## config.mk

```make
export PLATFORM = sky130hd
export DESIGN_NAME = acc_argmax
export DESIGN_NICKNAME = d
export VERILOG_FILES = /design/src/rtl/acc_argmax.sv
export SDC_FILE = /design/constraint.sdc
export NUM_CORES = 1
export LEC_CHECK = 0
export CAP_MARGIN = 20
export CORE_MARGIN = 2
export CORE_UTILIZATION = 48
export DETAILED_ROUTE_END_ITERATION = 16
export PLACE_DENSITY = 0.8
export SLEW_MARGIN = 20
export SYNTH_ARGS = -nofsm -noshare
export SYNTH_HDL_FRONTEND = slang
export SYNTH_SLANG_ARGS = --single-unit
```

## constraint.sdc

```tcl
create_clock -name clk -period 3.3 [get_ports clk]
set_input_delay 0.495 -clock clk [delete_from_list [all_inputs] [get_ports clk]]
set_output_delay 0.495 -clock clk [all_outputs]
set_load 0.05 [all_outputs]
```

## src/rtl/acc_argmax.sv

```systemverilog
// Streaming argmax over NUM_CLASSES signed scores per frame; result one cycle after the last score, held until taken.
// Optional ARGMAX_RELU_EN clamps negative scores to zero before compare and storage.
module acc_argmax #(
  parameter int NUM_CLASSES = 10,
  parameter int DW          = 22,
  parameter int IW          = 4
) (
  input  logic          clk,
  input  logic          rst,
  input  logic          in_valid,
  input  logic [DW-1:0] in_data,
  output logic          in_ready,
  output logic          out_valid,
  input  logic          out_ready,
  output logic [IW-1:0] class_idx,
  output logic [DW-1:0] class_score,
  output logic          busy
);

  typedef enum logic [1:0] {
    S_IDLE,
    S_COLLECT,
    S_DONE
  } state_t;

  localparam logic [IW-1:0] LAST_IDX = IW'(NUM_CLASSES - 1);

  state_t        r_state;
  state_t        w_state_nxt;
  logic [IW-1:0] r_cnt;
  logic [IW-1:0] w_cnt_nxt;
  logic [IW-1:0] r_best_idx;
  logic [IW-1:0] w_best_idx_nxt;
  logic [DW-1:0] r_best_score;
  logic [DW-1:0] w_best_score_nxt;
  logic [DW-1:0] w_score;
  logic          w_acc;
  logic          w_take;
  logic          w_gt;

`ifdef ARGMAX_RELU_EN
  assign w_score = in_data[DW-1] ? '0 : in_data;
`else
  assign w_score = in_data;
`endif

  // Full-width signed compare: extreme values cannot overflow since no subtraction is done.
  assign w_gt        = $signed(w_score) > $signed(r_best_score);
  assign out_valid   = (r_state == S_DONE);
  assign busy        = (r_state == S_COLLECT);
  assign in_ready    = (r_state != S_DONE) || out_ready;
  assign w_acc       = in_valid && in_ready;
  assign w_take      = out_valid && out_ready;
  assign class_idx   = r_best_idx;
  assign class_score = r_best_score;

  always_comb begin
    w_state_nxt      = r_state;
    w_cnt_nxt        = r_cnt;
    w_best_idx_nxt   = r_best_idx;
    w_best_score_nxt = r_best_score;
    case (r_state)
      S_IDLE: begin
        if (w_acc) begin
          w_state_nxt      = S_COLLECT;
          w_cnt_nxt        = IW'(1);
          w_best_idx_nxt   = '0;
          w_best_score_nxt = w_score;
        end
      end
      S_COLLECT: begin
        if (w_acc) begin
          if (w_gt) begin
            w_best_idx_nxt   = r_cnt;
            w_best_score_nxt = w_score;
          end
          if (r_cnt == LAST_IDX) begin
            w_state_nxt = S_DONE;
            w_cnt_nxt   = '0;
          end else begin
            w_cnt_nxt = r_cnt + IW'(1);
          end
        end
      end
      S_DONE: begin
        // A score arriving with the hand-off becomes index 0 of the next frame.
        if (w_take) begin
          if (w_acc) begin
            w_state_nxt      = S_COLLECT;
            w_cnt_nxt        = IW'(1);
            w_best_idx_nxt   = '0;
            w_best_score_nxt = w_score;
          end else begin
            w_state_nxt = S_IDLE;
            w_cnt_nxt   = '0;
          end
        end
      end
      default: begin
        w_state_nxt = S_IDLE;
        w_cnt_nxt   = '0;
      end
    endcase
  end

  always_ff @(posedge clk) begin
    if (!rst) begin
      r_state      <= S_IDLE;
      r_cnt        <= '0;
      r_best_idx   <= '0;
      r_best_score <= '0;
    end else begin
      r_state      <= w_state_nxt;
      r_cnt        <= w_cnt_nxt;
      r_best_idx   <= w_best_idx_nxt;
      r_best_score <= w_best_score_nxt;
    end
  end

endmodule
```

==> results of run 1 <==
[power breakdown]
group / internal (mW) / leakage, nW / switching [mW]
combinational: 0.130 / 0.797 / 0.181
clock: 0.143 / 0.0410 / 0.144
sequential: 0.410 / 0.263 / 0.0198
total: 0.683 / 1.10 / 0.345
[per-layer routing]
metal | global-route usage | up-vias | routed length [µm]
met5 | 0 | - | 0
met4 | 0.0750 | 0 | 58
met3 | 0.0510 | 5 | 228
met2 | 0.345 | 43 | 2080
met1 | 0.231 | 819 | 1900
li1 | - | 901 | -
[per-stage QoR]
step,setup WS (ns),power [mW],cells
after floorplan,0.591,0.650,235
after global placement,0.343,0.742,332
after detailed placement,0.278,0.749,332
after CTS,0.570,1.04,339
after global routing,0.453,1.08,339
final,0.564,1.03,339
[worst paths after layout]
| path | to | slack (ns) | cells after the start | start |
|---|---|---|---|---|
| min | class_idx[2] | 0.46 | 2 | class_idx[2] |
| max | class_score[7] | 0.56 | 9 | in_data[21] |
| min reg2reg | class_idx[2] | 0.46 | 2 | class_idx[2] |
| max reg2reg | class_score[7] | 0.84 | 9 | class_score[21] |
[logic make-up after synthesis]
family | share of synthesized area
AND/OR/NAND/NOR | 0.208
flip-flops | 0.321
buffers and inverters | 0.0898
AO/OA/AOI/OAI | 0.0992
multiplexers | 0.131
adder cells (fa/ha/maj) | 0.151
[registers in the layout, indices dropped and copies added, names as in the netlist]
register and count:
class_score 22, r_cnt 4, class_idx 4, r_state 2
[synth_stat cells (2+ instances only)]
cell      number  area (µm²)
a211oi_1       3        22.5
a21boi_0       2        15.0
a21o_1         4        30.0
a21oi_1        9        45.0
and2_1         2        12.5
buf_12         2        40.0
clkbuf_1       7        26.3
dfxtp_1       32         641
ha_1          24         300
inv_1         27         101
mux2i_1       26         260
nand2_1       50         188
nand2b_1       3        18.8
nand3_1       10        50.1
nand4_1        4        25.0
nor2_1         4        15.0
nor2b_1        3        18.8
o21ai_0        5        25.0
[final cells by class]
class / count / area share
Clock buffer: 6 / 0.0278
Sequential cell: 32 / 0.245
Tap cell: 50 / 0.0239
Inverter: 27 / 0.0388
Clock inverter: 1 / 0.00191
Multi-Input combinational cell: 166 / 0.449
Timing Repair Buffer: 57 / 0.213
[worst max-delay path: stages]
cell             delay, ns
clkdlybuf4s50_1       0.45
ha_1                  0.36
nand4_2               0.16
or4_4                 0.58
nor3_2                0.18
nor3_1                0.06
o221a_1               0.26
buf_4                 0.21
mux2i_1               0.14
==> summary.md, run 1 <==
| Metric | Value |
|---|---|
| Primary FF master, synth | `dfxtp_1` |
| Hold Vio Cnt, Final | `0` |
| Most frequent cells in the layout | `clkdlybuf4s50_1, nand2_1, dfxtp_1` |
| P&R area growth vs syn | `31.1%` |
| Vias/cell | `5.22` |
| Seq cells post-synth | `32` |
| Final setup viols | `0` |
| Clk_lat worst skew | `0.29 ns` |
| Boundary pin count | `55` |
| # fillers | `353` |
| Max VDD drop | `249 µV` |
| Fin area | `2610 µm²` |
| Fin. max-slew vios | `0` |
| Max Cap Viol | `0` |
| EDFF count, synth | `0` |
| Worst Path Arrival | `2.90 ns` |
| Fin nets | `339` |
| Chip Width | `68.4 µm` |
| Final period utilization | `0.829` |
| FMAX | `365 MHz` |
| Critical Path End Type | `register` |
| Via count | `around 1.8k` |
| Post-cts resize count | `0` |
| Worst-margin pin slew | `0.927 ns` |
| IO buf count | `54` |
| Register clock-pin slew on the reported worst setup and hold paths | `0.07 ns` |
| RSZ-0062 raised after global routing | `false` |
| GP Congestion | `0.800` |
| Initial antenna violation count | `0` |
| Synthesized instance count | `235` |
| Initial core utilization | `0.498` |
| Worst setup SP type | `primary input` |
| DIE AREA | `around 4700 µm²` |
| Wire per inst | `between 10 and 15 µm` |
| Hold WC Path Type | `register to register` |
| Commonest non-fill, non-tap cell in the layout | `clkdlybuf4s50_1` |
| Final design utilization | `0.653` |
| Row count | `23` |
| Grt total ovfl | `0` |
| Share of layout cells above drive strength 1 | `0.0484` |
| Pwr/cell area | `394 nW/µm²` |
| Starting DRT DRC Count | `61` |
| CTS tree | `yes` |
| Multi-input logic area | `1170 µm²` |
| Post-route DRC violation count | `0` |
| Final antenna-violating net count | `0` |
| Leak | `1.10 nW` |
| CTS root buf | `clkbuf_8` |
| Seq/Total Area, Yosys | `0.321` |
| Sequential cell area | `641 µm²` |
| Post-DP Area | `~2500 µm²` |
| CP max FO | `13` |
| Pin count of the biggest net entering global routing | `59` |
| Synth async-reset ratio | `0` |
| Total Wirelength | `~4300 µm` |
| CTS Buf Count | `5` |
| Die H | `between 60 and 70 µm` |
| Final Skew | `0.00510 ns` |
| CTS sink count | `32` |
| CP Class | `primary input to register` |
| DR pass1 iterations | `4` |
| Worst-case clock buffer depth | `2` |
| First-pass GRT wire length | `6980 µm` |
| Post-CTS Setup Repair Bufs | `0` |
| Netlist cell types | `36` |
| Status | `completed` |
| Synth Net Count | `285` |
| Diode count | `0` |
| Core area | `between 4000 and 5000 µm²` |
| Final TNS setup | `0 ns` |
| Warnings from Yosys | `0` |
| Post-layout min period | `2.74 ns` |
| Relative slew slack | `0.382` |
| GR Util All Layers | `0.198` |
| WHS | `between 0.4 and 0.5 ns` |
| Cts hold-fix bufs | `0` |
| CTS H-tree depth | `2` |
| Synth Cell Area | `1990 µm²` |
| Detail Placement HPWL | `approximately 3200 µm` |
| Number of global-route vias before repair | `1611` |
| Syn Area/Cell | `roughly 8.5 µm²` |
| Critical Path RT | `3.47 ns` |
Note: power is estimated with default switching activity, not from simulation.
==> run 2, diff against run 1 <==
CORE_UTILIZATION = 43   (was 48)
PLACE_DENSITY = 0.76   (was 0.8)
clock period = 2.3 ns   (was 3.3 ns; I/O delays follow)
==> run 2 against run 1 <==
Against the previous run:
- the flow now finishes with violations (setup timing)
- utilization up 3.8 points
- combinational power increased by 77%
- register-to-register slack lost 0.96 ns
- sequential share of layout area is 1.6 points lower
- hold slack worse by 0.0074 ns
- via count is 4.8% higher
- largest power group unchanged
- critical endpoint is now class_idx[2]
==> summary.md, run 2 (synthesis gave the netlist of run 1 again) <==
| Metric | Value |
|---|---|
| Status | `complete, but fails checks` |
| Violated checks | `setup timing` |
| Fin. max-slew vios | `0` |
| CP max FO | `7` |
| RSZ-0062 raised after global routing | `true` |
| Register clock-pin slew on the reported worst setup and hold paths | `0.07 ns` |
| Worst R2R Setup Slack | `-0.12 ns` |
| Final period utilization | `1.05` |
| Worst r2r src | `class_score[11]` |
| Worst setup SP type | `register` |
| Post-route DRC violation count | `0` |
| FMAX | `413 MHz` |
| Initial antenna violation count | `0` |
| Share of layout cells above drive strength 1 | `0.239` |
| First-pass GRT wire length | `8450 µm` |
| CTS H-tree depth | `2` |
| Wire per inst | `about 14 µm` |
| Initial core utilization | `0.452` |
| Critical Path RT | `2.47 ns` |
| Clk_lat worst skew | `0.29 ns` |
| Hold WC Path Type | `primary input to register` |
| Commonest non-fill, non-tap cell in the layout | `nand2_1` |
| Design Power | `roughly 1.6 mW` |
| CP Class | `register to register` |
| CTS Buf Count | `5` |
| Row count | `24` |
| Die H | `72.1 µm` |
| CTS sink count | `32` |
| Boundary pin count | `55` |
| Core area | `4410 µm²` |
| Diode count | `0` |
| Vias/cell | `5.13` |
| Chip Width | `72.1 µm` |
| Total Wirelength | `5020 µm` |
| Fin nets | `358` |
| Final Skew | `roughly 0.0073 ns` |
| Pwr/cell area | `roughly 520 nW/µm²` |
| Min-delay src | `in_data[15]` |
| Hold Path Stages | `3` |
| Hold Path Sink | `class_score[15]` |
| # fillers | `347` |
| Max reg flops | `22` |
| CTS root buf | `clkbuf_8` |
| Grt total ovfl | `0` |
| DR pass1 iterations | `4` |
| Worst Path Arrival | `2.60 ns` |
| Worst-case clock buffer depth | `2` |
| DIE AREA | `5200 µm²` |
| P&R area growth vs syn | `53.2%` |
| Number of global-route vias before repair | `1905` |
| Pin count of the biggest net entering global routing | `25` |
| GR Util All Layers | `0.208` |
| R2R cell count | `9` |
| Leak | `approximately 1.3 nW` |
| Critical Path End Type | `register` |
| Final WS setup | `-0.124 ns` |
| CTS tree | `yes` |
| Most frequent cells in the layout | `nand2_1, clkdlybuf4s50_1, mux2i_1` |
| Starting DRT DRC Count | `86` |
| Via count | `about 1.9k` |
| Post-layout min period | `2.42 ns` |
| Hold Vio Cnt, Final | `0` |
| Max VDD drop | `361 µV` |
| Worst-margin pin slew | `0.509 ns` |
| Final setup viols | `26` |
| Relative slew slack | `0.660` |
| WHS | `0.453 ns` |
| GP Congestion | `0.764` |
| Reg2Reg Capture Point | `class_idx[2]` |
| Cts hold-fix bufs | `0` |
| Final antenna-violating net count | `0` |
| IO buf count | `54` |
| Max Cap Viol | `0` |
| Detail Placement HPWL | `3350 µm` |
## run 2: critical path, cell delays in order, from the launching register on
cell and delay (ns):
dfxtp_4 0.37, inv_4 0.04, ha_4 0.26, nand4_1 0.13, or4_4 0.59, nor3_4 0.20
nor3_2 0.07, o221a_4 0.36, buf_6 0.17, mux2i_1 0.12
## run 2: layout make-up
class | instances | area [µm²] | area share
clock inverters | 1 | 3.75 | 0.00123
well taps | 52 | 65.1 | 0.0213
flip-flops and latches | 32 | 698 | 0.229
clock buffers | 7 | 76.3 | 0.0250
multi-input cells | 166 | 1350 | 0.443
inverters | 27 | 104 | 0.0340
repair buffers | 76 | 754 | 0.247
## run 2: report_power, final
part	total [mW]	switching [mW]	internal [mW]	leakage, nW
registers	0.616	0.0296	0.586	0.273
logic	0.549	0.298	0.251	0.966
clock network	0.427	0.216	0.211	0.0399
## run 2: worst max path at each step
stage	from	to	slack [ns]
after floorplan	class_score[13]	class_score[14]	-0.02
after global placement	in_data[13]	class_score[17]	-0.39
after CTS	class_score[9]	class_score[5]	-0.06
final	class_score[11]	class_idx[2]	-0.12
after global routing	class_score[12]	class_score[3]	-0.21
after detailed placement	in_data[11]	class_idx[2]	-0.47
## run 2: metal layers
metal / GRT usage / routed length (µm)
met5: 0 / 0
met1: 0.254 / 2210
met2: 0.355 / 2450
met4: 0.0650 / 68
met3: 0.0583 / 288
## run 2: what timing repair did
action / CTS / global route
cloned: 2 / 1
setup endpoints to repair: 26 / 26
pin swaps: 2 / 7
gates resized for setup: 26 / 6
setup buffers: 6 / 0
## run 2: metrics by stage
step	setup TNS, ns	setup slack, ns	instance area [µm²]	instances	utilization
6_report	-2.68	-0.124	3050	361	0.692
5_1_grt	-4.86	-0.213	3050	361	0.692
4_1_cts	-0.285	-0.0594	3030	361	0.686
3_5_place_dp	-11.86	-0.468	2770	345	0.628
3_3_place_gp	-10.01	-0.392	2770	345	0.628
2_1_floorplan	-0.363	-0.0208	2130	235	-
==> run 3, diff against run 2 <==
CORE_MARGIN = unset   (was 2)
CTS_CLUSTER_SIZE = 24   (was unset)
RECOVER_POWER = 25   (was unset)
==> run 3 against run 2 <==
Against the previous run:
- the flow still finishes with violations (setup timing)
- global-route usage up 1.5 points
- clock power down 1%
- wire length down 0.96%
- count of clock-buffer cells in the layout unchanged
- flip-flop and latch count unchanged
- total power up 0.76%
- clock skew down 0.0014 ns
- critical path depth unchanged
- non-clock buffer count up 6
- via count up 1.8%
- hold slack better by 0.0028 ns
- combinational power up 4%
- largest power group unchanged
- highest routed layer unchanged
==> summary.md, run 3 (synthesis gave the netlist of run 1 again) <==
| Metric | Value |
|---|---|
| Most frequent cells in the layout | `nand2_1, clkdlybuf4s50_1, mux2i_1` |
| Leak | `~1.3 nW` |
| # fillers | `361` |
| Post-layout min period | `2.37 ns` |
| Share of layout cells above drive strength 1 | `0.251` |
| Hold WC Path Type | `primary input to register` |
| Pwr/cell area | `approximately 520 nW/µm²` |
| Worst setup SP type | `register` |
| Sequential cell area | `698 µm²` |
| Final WS setup | `-0.0685 ns` |
| Final Skew | `0.00595 ns` |
| Critical Path RT | `2.48 ns` |
| RSZ-0062 raised after global routing | `true` |
| Max reg flops | `22` |
| Grt peak-use layer | `met2` |
| Total Wirelength | `4970 µm` |
| IO buf count | `54` |
| DR pass1 iterations | `4` |
| First-pass GRT wire length | `8690 µm` |
| CTS tree | `yes` |
| Final design utilization | `0.702` |
| Met3 usage | `0.0519` |
| Fin area | `3100 µm²` |
| Via count | `1885` |
| CTS Buf Count | `5` |
| Worst Path Arrival | `2.54 ns` |
| Final antenna-violating net count | `0` |
| CP Class | `register to register` |
| Multi-input logic area | `1330 µm²` |
| GP Congestion | `0.744` |
| Non-Filler Instances | `367` |
| Final period utilization | `1.03` |
| Boundary pin count | `55` |
| Grt met1 use | `0.285` |
| Register clock-pin slew on the reported worst setup and hold paths | `0.07 ns` |
| Max Cap Viol | `0` |
| Grt met2 use | `0.362` |
| Initial core utilization | `0.452` |
| DIE AREA | `4910 µm²` |
| Diode count | `0` |
| Number of global-route vias before repair | `roughly 1.9k` |
| Grt total ovfl | `0` |
| Hold Vio Cnt, Final | `0` |
| Critical Path End Type | `register` |
| Pin count of the biggest net entering global routing | `26` |
| CTS root buf | `clkbuf_8` |
| Starting DRT DRC Count | `63` |
| Final setup viols | `26` |
| Violated checks | `setup timing` |
| Status | `complete, but fails checks` |
| Worst-margin pin slew | `0.598 ns` |
| Placed cell count | `346` |
| Detail Placement HPWL | `3220 µm` |
| Row count | `24` |
| Design Power | `1.60 mW` |
| Max VDD drop | `~320 µV` |
| CTS sink count | `32` |
| Worst-case clock buffer depth | `2` |
| Die H | `70.1 µm` |
| Vias/cell | `5.14` |
| Commonest non-fill, non-tap cell in the layout | `nand2_1` |
| CTS H-tree depth | `2` |
| Post-route DRC violation count | `0` |
| Fin nets | `between 300 and 400` |
| Post-place setup slack | `-0.424 ns` |
| Clk_lat worst skew | `0.28 ns` |
| GR Util All Layers | `0.224` |
| Fin. max-slew vios | `0` |
| Chip Width | `70.1 µm` |
| FMAX | `422 MHz` |
| Wire per inst | `~14 µm` |
| Core area | `4410 µm²` |
| Initial antenna violation count | `0` |
| Post-DP Area | `2780 µm²` |
| P&R area growth vs syn | `55.4%` |
| CP max FO | `5` |
| Relative slew slack | `0.603` |
==> run 3: final cells by class <==
type	instances	area share
clock inverters	1	0.00121
repair buffers	82	0.265
flip-flops and latches	32	0.225
inverters	27	0.0335
well taps	52	0.0210
multi-input cells	166	0.429
clock buffers	7	0.0246
==> run 3: critical path: stages (launching register included) <==
cell,delay [ns]
dfxtp_4,0.36
inv_1,0.05
ha_1,0.26
nand4_1,0.12
or4_4,0.56
a21oi_2,0.13
nor3_1,0.05
o221a_2,0.31
bufbuf_16,0.28
mux2i_2,0.14
==> run 3: timing repair <==
item | 4_1_cts | 5_1_grt
resized for setup | 27 | 5
pin swaps | 16 | 4
gates cloned | 3 | 0
endpoints found under the setup margin | 26 | 26
hold buffers | 0 | 0
buffers inserted | 9 | 1
==> run 3: per-layer routing <==
layer	vias to the layer above	routed length, µm
li1	957	-
met1	867	2310
met2	53	2320
met3	8	235
met4	0	103
met5	-	0
==> run 3: power by group <==
group	switching (mW)	internal [mW]
Sequential	0.0285	0.586
Clock	0.210	0.211
Combinational	0.300	0.269
==> run 3: stage by stage <==
stage	TNS, ns	hold slack [ns]
finish	-0.890	0.456
global route	-3.69	0.457
CTS	-0.946	0.450
detailed placement	-10.85	0.448
global placement	-10.13	0.446
floorplan	-0.363	0.468
==> run 3: final timing paths <==
check                  start               to  slack (ns)  depth (start not counted)
max          class_score[10]  class_score[18]       -0.07                          9
min              in_data[15]  class_score[15]        0.46                          3
max reg2reg  class_score[10]  class_score[18]       -0.07                          9
min reg2reg     class_idx[2]     class_idx[2]        0.46                          2
